==> config.mk <==
export PLATFORM = sky130hd
export DESIGN_NAME = alu32_flag_stage
export DESIGN_NICKNAME = d
export VERILOG_FILES = /design/src/rtl/alu_pkg.sv /design/src/rtl/alu_flag_calc.sv /design/src/rtl/alu32_flag_stage.sv
export SDC_FILE = /design/constraint.sdc
export NUM_CORES = 1
export LEC_CHECK = 0
export CORE_MARGIN = 2
export CORE_UTILIZATION = 40
export CTS_BUF_LIST = sky130_fd_sc_hd__clkbuf_16
export DETAILED_ROUTE_END_ITERATION = 8
export PLACE_DENSITY = 0.75
export SYNTH_ARGS = -nofsm -noshare
export SYNTH_HDL_FRONTEND = slang
export SYNTH_SLANG_ARGS = --single-unit
==> constraint.sdc <==
create_clock -name clk -period 3.25 [get_ports clk]
set_input_delay 0.325 -clock clk [delete_from_list [all_inputs] [get_ports clk]]
set_output_delay 0.325 -clock clk [all_outputs]
set_load 0.02 [all_outputs]
==> src/rtl/alu_pkg.sv <==
// Shared ALU definitions: default datapath width and NZCV flag bit positions.
package alu_pkg;

   localparam int unsigned ALU_WIDTH = 32;

   localparam int unsigned FLAG_N = 3;
   localparam int unsigned FLAG_Z = 2;
   localparam int unsigned FLAG_C = 1;
   localparam int unsigned FLAG_V = 0;

   typedef logic [3:0] flags_t;

endpackage

==> src/rtl/alu_flag_calc.sv <==
// Combinational NZCV flag derivation from adder sum, carry-out and carry into MSB.
// C is the raw carry-out (for subtract done as a+~b+1, C=1 means no borrow).
module alu_flag_calc
   import alu_pkg::*;
#(
   parameter int unsigned WIDTH = ALU_WIDTH
) (
   input  logic [WIDTH-1:0] sum,
   input  logic             co,
   input  logic             co_prev,
   output flags_t           flags
);

   // Assemble flags from the adder outputs
   always_comb begin
      flags         = '0;
      flags[FLAG_N] = sum[WIDTH-1];
      flags[FLAG_Z] = (sum == '0);
      flags[FLAG_C] = co;
      flags[FLAG_V] = co ^ co_prev;
   end

endmodule

==> src/rtl/alu32_flag_stage.sv <==
// Registered result/flag stage behind the 32-bit adder: derives NZCV, buffers
// results in a 2-entry FIFO (valid/ready both sides) and keeps a sticky overflow.
// Optional macro ALU_FLAG_OVCNT_EN adds a saturating overflow event counter
// (ov_count), cleared by clr_sticky.
module alu32_flag_stage
   import alu_pkg::*;
#(
   parameter int unsigned WIDTH = ALU_WIDTH,
   parameter int unsigned DEPTH = 2,
   parameter int unsigned CNT_W = 16
) (
   input  logic             clk,
   input  logic             rst,
   input  logic             in_valid,
   output logic             in_ready,
   input  logic [WIDTH-1:0] sum,
   input  logic             co_prev,
   input  logic             co,
   output logic             out_valid,
   input  logic             out_ready,
   output logic [WIDTH-1:0] result,
   output logic [3:0]       flags,
   output logic             sticky_ov,
`ifdef ALU_FLAG_OVCNT_EN
   output logic [CNT_W-1:0] ov_count,
`endif
   input  logic             clr_sticky
);

   if (DEPTH != 2) begin : g_bad_depth
      $error("alu32_flag_stage: DEPTH must be 2");
   end
   if (CNT_W < 1) begin : g_bad_cnt_w
      $error("alu32_flag_stage: CNT_W must be at least 1");
   end

   flags_t           new_flags;
   logic             push;
   logic             pop;
   logic [1:0]       count;
   logic             wr_ptr;
   logic             rd_ptr;
   logic [WIDTH-1:0] data_q [2];
   flags_t           flg_q  [2];

   alu_flag_calc #(.WIDTH(WIDTH)) u_flag_calc (
      .sum     (sum),
      .co      (co),
      .co_prev (co_prev),
      .flags   (new_flags)
   );

   // Handshake decode; in_ready depends on occupancy only
   always_comb begin
      in_ready  = (count < 2'd2);
      out_valid = (count != 2'd0);
      push      = in_valid & in_ready;
      pop       = out_valid & out_ready;
   end

   // Head entry drives the outputs; masked to zero while empty
   always_comb begin
      result = '0;
      flags  = '0;
      if (out_valid) begin
         result = data_q[rd_ptr];
         flags  = flg_q[rd_ptr];
      end
   end

   // Entry storage; no reset needed since outputs are masked when empty
   always_ff @(posedge clk) begin
      if (push) begin
         data_q[wr_ptr] <= sum;
         flg_q[wr_ptr]  <= new_flags;
      end
   end

   // Occupancy and 1-bit pointers
   always_ff @(posedge clk or posedge rst) begin
      if (rst) begin
         count  <= 2'd0;
         wr_ptr <= 1'b0;
         rd_ptr <= 1'b0;
      end else begin
         case ({push, pop})
            2'b10:   count <= count + 2'd1;
            2'b01:   count <= count - 2'd1;
            default: count <= count;
         endcase
         wr_ptr <= wr_ptr ^ push;
         rd_ptr <= rd_ptr ^ pop;
      end
   end

   // Sticky overflow: a new overflow beats a simultaneous clear
   always_ff @(posedge clk or posedge rst) begin
      if (rst) begin
         sticky_ov <= 1'b0;
      end else if (push && new_flags[FLAG_V]) begin
         sticky_ov <= 1'b1;
      end else if (clr_sticky) begin
         sticky_ov <= 1'b0;
      end
   end

`ifdef ALU_FLAG_OVCNT_EN
   // Saturating overflow event counter: clear beats increment
   always_ff @(posedge clk or posedge rst) begin
      if (rst) begin
         ov_count <= '0;
      end else if (clr_sticky) begin
         ov_count <= '0;
      end else if (push && new_flags[FLAG_V] && !(&ov_count)) begin
         ov_count <= ov_count + 1'b1;
      end
   end
`endif

endmodule

Yosys cells after proc, flatten, opt, wreduce, memory -nomap -nowiden:

Memory sizes are Yosys's and may differ from the RTL's.
Index checks and enable logic that the tools add are counted.

* memory bits (writable): 72
* register bits after elaboration: 5
* word-level logic and storage cells: 28
* memories: 2
* output and inout port bits: 39

Memory list
* data_q: depth 2, width 32, read ports 1, clocked after memory_dff 0, write ports 1, RTL line alu32_flag_stage.sv:43 `logic [WIDTH-1:0] data_q [2];`
* flg_q: depth 2, width 4, read ports 1, clocked after memory_dff 0, write ports 1, RTL line alu32_flag_stage.sv:44 `flags_t flg_q [2];`

* magnitude comparators: 1
* equality and inequality tests: 2
* reduce and logical (&&, ||, !) cells: 5
* $add $sub $neg: 2
* multiplexer cells: 7
* bitwise logic cells: 5

Operators by type and width (count)
* 32-bit zero test: 1
* 32-bit 2-to-1 mux: 1
* 2-bit nonzero test: 3
* 1-bit 2-to-1 mux: 4
* 4-bit 2-to-1 mux: 1
* 2-bit one-hot mux with 2 select lines: 1
* 1-bit XOR: 3
* 2-bit by 1-bit adder with 2-bit output, second input constant: 1
* 1-bit AND: 2
* 2-bit by 1-bit == test with 1-bit output, second input constant: 1
* 2-bit == test, second input constant: 1
* 2-bit < comparator, second input constant: 1
* 2-bit by 1-bit subtractor with 2-bit output, second input constant: 1
* 1-bit logical AND: 1

Longest topological paths before layout:

* depth after elaboration: 4
* depth in mapped cells: 7
* mapped depth without buffers: 7

Hierarchy:

A second synthesis with hierarchy kept.

* cell total of the unflattened synthesis: 190
* area, all modules: 3070.4 µm²

Modules (own cells, without submodules)
* alu32_flag_stage: area an instance 2974.1 µm², sequential area each 2287.2 µm², instances 1, cells an instance 176
* alu_flag_calc: area an instance 96.3 µm², sequential area each 0.0 µm², instances 1, cells an instance 14

Worst setup path after synthesis:

No wires, ideal clock.

* kind: register to register
* start point: reg count[1]
* end point: mem data_q[1][0] (netlist bit), enable pin
* slack: 1.166 ns
* stages on the path, launching flop included: 5
* period minus slack after synthesis: 2.084 ns
* arrival: 1.689 ns
* cells stage by stage: dfrtp_1 inv_1 nand2_1 inv_1 ha_1

* word-level cells in the longest chain between the ends: 4

Ends and longest elaborated chain
* from (decl): RTL line alu32_flag_stage.sv:40 `logic [1:0] count;`
* from (signal assigned): RTL line alu32_flag_stage.sv:87 `2'b10: count <= count + 2'd1;`
* from (signal assigned): RTL line alu32_flag_stage.sv:88 `2'b01: count <= count - 2'd1;`
* from (signal assigned): RTL line alu32_flag_stage.sv:89 `default: count <= count;`
* 2-bit < comparator: RTL line alu32_flag_stage.sv:55 `in_ready = (count < 2'd2);`
* net in_ready: RTL line alu32_flag_stage.sv:15 `output logic in_ready,`
* 1-bit AND: RTL line alu32_flag_stage.sv:57 `push = in_valid & in_ready;`
* 1-bit 2-to-1 mux: RTL line alu32_flag_stage.sv:73 `if (push) begin`
* 1-bit 2-to-1 mux (not written as such): RTL line alu32_flag_stage.sv:74 `data_q[wr_ptr] <= sum;`
* to (decl): RTL line alu32_flag_stage.sv:43

The timed path passes the listed nets, and every way through them passes these cells.

Worst setup path in the final report:

* start point: reg rd_ptr
* end point: out result[21]

* word-level cells in the longest chain between the ends: 2

Ends and longest elaborated chain
* from (decl): RTL line alu32_flag_stage.sv:42 `logic rd_ptr;`
* from (signal assigned): RTL line alu32_flag_stage.sv:92 `rd_ptr <= rd_ptr ^ pop;`
* memory read 2 x 32 bit
* 32-bit 2-to-1 mux: RTL line alu32_flag_stage.sv:65 `if (out_valid) begin`
* to (decl): RTL line alu32_flag_stage.sv:21 `output logic [WIDTH-1:0] result,`

No other way between the ends.

==> impl_metrics.toml <==
[job]
cap_violations = 0

[clock_network]
clockBufferDepth = 2
cts.clk_slew.worst_paths_ns = 0.05
clk_latency_ns = 0.32
cts_resized = 0
cts_buffers = 9
cts_max_level = 3
ctsHoldBuffers = 0
post-cts-setup-buffer-count = 0
clkSinkCount = 75
cts_tree = "done"
clock-root-buffer = "clkbuf_16"

[power]
internal-power_uw = 2760
power_density_nw_per_um2 = 971
irDropWorstVdd_mv = 0.453
power_frac_seq_pct = 34.2
pwr-share-clk_pct = 26.9
pwr-share-comb_pct = 38.9
power.switching_uw = 1280
sw_frac_of_total_pct = 31.7
power.leakage_uw = 0.00154

[synth]
syn_area_um2 = 2980
synthCells = 185
syn-num-nets = 227
synth_edf_count = 70
synth_common_cells = "70 x edfxtp_1, 37 x nor2_1, 35 x mux2i_1"
ys_ff_latch = 75
synth.most_common_cell = "edfxtp_1"
post-synth-top-area-cell = "edfxtp_1"
syn_avg_cell_area_um2 = 16.1
synth_top_cell_area_share_pct = 70.5
synth_ff_type = "edfxtp_1"
ys_types = 18
async_flop_share_pct = 6.67
yosys-top-cells-area = "edfxtp_1 70%, mux2i_1 12%, nor2_1 4.7%, dfrtp_1 4.2%, nor4_1 1.7%"
seq_area_frac_synth_pct = 74.7
yosysWarnings = 0

[timing]
finalHoldWorstSlack_ns = 0.213
fin_tns_setup_ns = 0
worst_pin_slew_ns = 0.912
setup_ws_ns = 0.780
clock_skew_ns = 0.00534
rsz0062_at_grt = "no"
finalSetupViolations = 0
finalHoldViolations = 0
final.period_utilization_pct = 76.0
finalMaxSlewViolations = 0
fmax_mhz = 405
max_slew_margin_pct = 39.2
fin_crit_ns = 2.47

[die]
die_y_um = 90.4
die_w_um = 90.4
initial_core_util_pct = 41.1
core_area_um2 = 7250
die-area_um2 = 8160
fp-row-count = 31
pin_count = 78

[finish]
multi_input_area_um2 = 671
n_fill_cell = 593
register_area_um2 = 2230
syn_to_final_growth_pct = 39.8
finalNonFillerCells = 369
nets = 308
drive_gt1_share_pct = 8.15
antenna_cells = 0

[detailed_routing]
drtAntennaViolNets = 0
drt-pass1-iter-count = 4
vias = 1742
viasPerCell = 4.72
routed_wl_um = 5460
drtIter0Drc = 46
drc = 0
wl_per_cell_um = 14.8

[placed_design]
port_buffers = 77
place_ws_ns = 1.08
place_congestion = 0.689
placedCellCount = 354
hpwl_um = 3570

[global_routing]
grt_util_all_layers_pct = 13.7
grt_pass1_vias = 1766
antenna_found_initial = 0
grt_pass1_wl_um = 8550
overflow = 0
grt_max_degree = 37

[critical_path]
cp-end-kind = "output port"
crit_type = "reg2out"
r2r_cells = 6
worst_ep_required_time_ns = 2.92
crit_start = "rd_ptr"
path_max_fanout = 20
worst_setup_path_start_kind = "flip-flop"
arrival_ns = 2.14
reg2reg_from = "count[0]"

[status]
status = "finished, final reports clean"

[hold_path]
hold_path_class = "in2async"
## power by group through the flow
stage / clock network (uW) / registers, uW / logic [uW]
after detailed placement: 0 / 1410 / 1600
after global placement: 0 / 1400 / 1590
after CTS: 1110 / 1390 / 1610
after global routing: 1150 / 1400 / 1700
after floorplan: 0 / 1340 / 993
final: 1090 / 1380 / 1580
## layout by cell type (no fill, tap or decap)
cell type and count:
and2_4 1, buf_12 1, bufinv_16 3, clkbuf_16 9
clkdlybuf4s50_1 77, clkinv_2 3, dfrtp_1 4, dfrtp_2 1
edfxtp_1 70, ha_1 1, ha_2 2, inv_1 6
inv_2 1, mux2i_1 35, nand2_1 2, nand4_1 2
nor2_1 37, nor2_4 1, nor4_1 8, o21ai_0 1
xnor2_1 3, xor2_1 2
## through the flow
| step | utilization [%] | cell area (um^2) | total power, uW |
|---|---|---|---|
| after floorplan | - | 2980 | 2330 |
| after global placement | 52.9 | 3840 | 2980 |
| after detailed placement | 52.9 | 3840 | 3010 |
| after CTS | 57.5 | 4170 | 4110 |
| after global routing | 57.5 | 4170 | 4250 |
| final | 57.5 | 4170 | 4050 |
## kinds of logic after synthesis
logic type / after synthesis / synth area share, %
compound gates: 1 / 0.168
simple gates: 51 / 7.68
xor+xnor: 5 / 1.47
buf+inv: 15 / 3.02
flops: 75 / 74.7
fa+ha+maj: 3 / 1.26
mux: 35 / 11.7
## registers in the layout (all words and copies together) (netlist names)
name,flops
wr_ptr,1
flg_q,7
rd_ptr,1
data_q,63
count,2
sticky_ov,1
## final timing paths
kind	endpoint	slack, ns
min in group clk	sticky_ov	0.54
min	count[0]	0.21
max in group asynchronous	rd_ptr	2.85
min reg2reg	sticky_ov	0.54
max reg2reg	count[1]	1.29
max	result[21]	0.78
## critical path, cell delays in order (launching register included)
cell             delay, ns
dfrtp_2               0.70
buf_12                0.26
mux2i_1               0.21
nor2_1                0.06
clkdlybuf4s50_1       0.58
## layout make-up
cell class	count	area share, %
well taps	99	2.97
clock inverters	6	2.52
repair buffers	78	19.0
flip-flops and latches	75	53.4
clock buffers	9	5.40
inverters	7	0.630
multi-input cells	95	16.1
## metal layers
layer	wire length (um)	GRT usage, %
met1	2250	15.8
met2	2880	24.1
met3	247	3.59
met4	80	6.15
met5	0	0
Note: power is estimated with default switching activity, not from simulation.
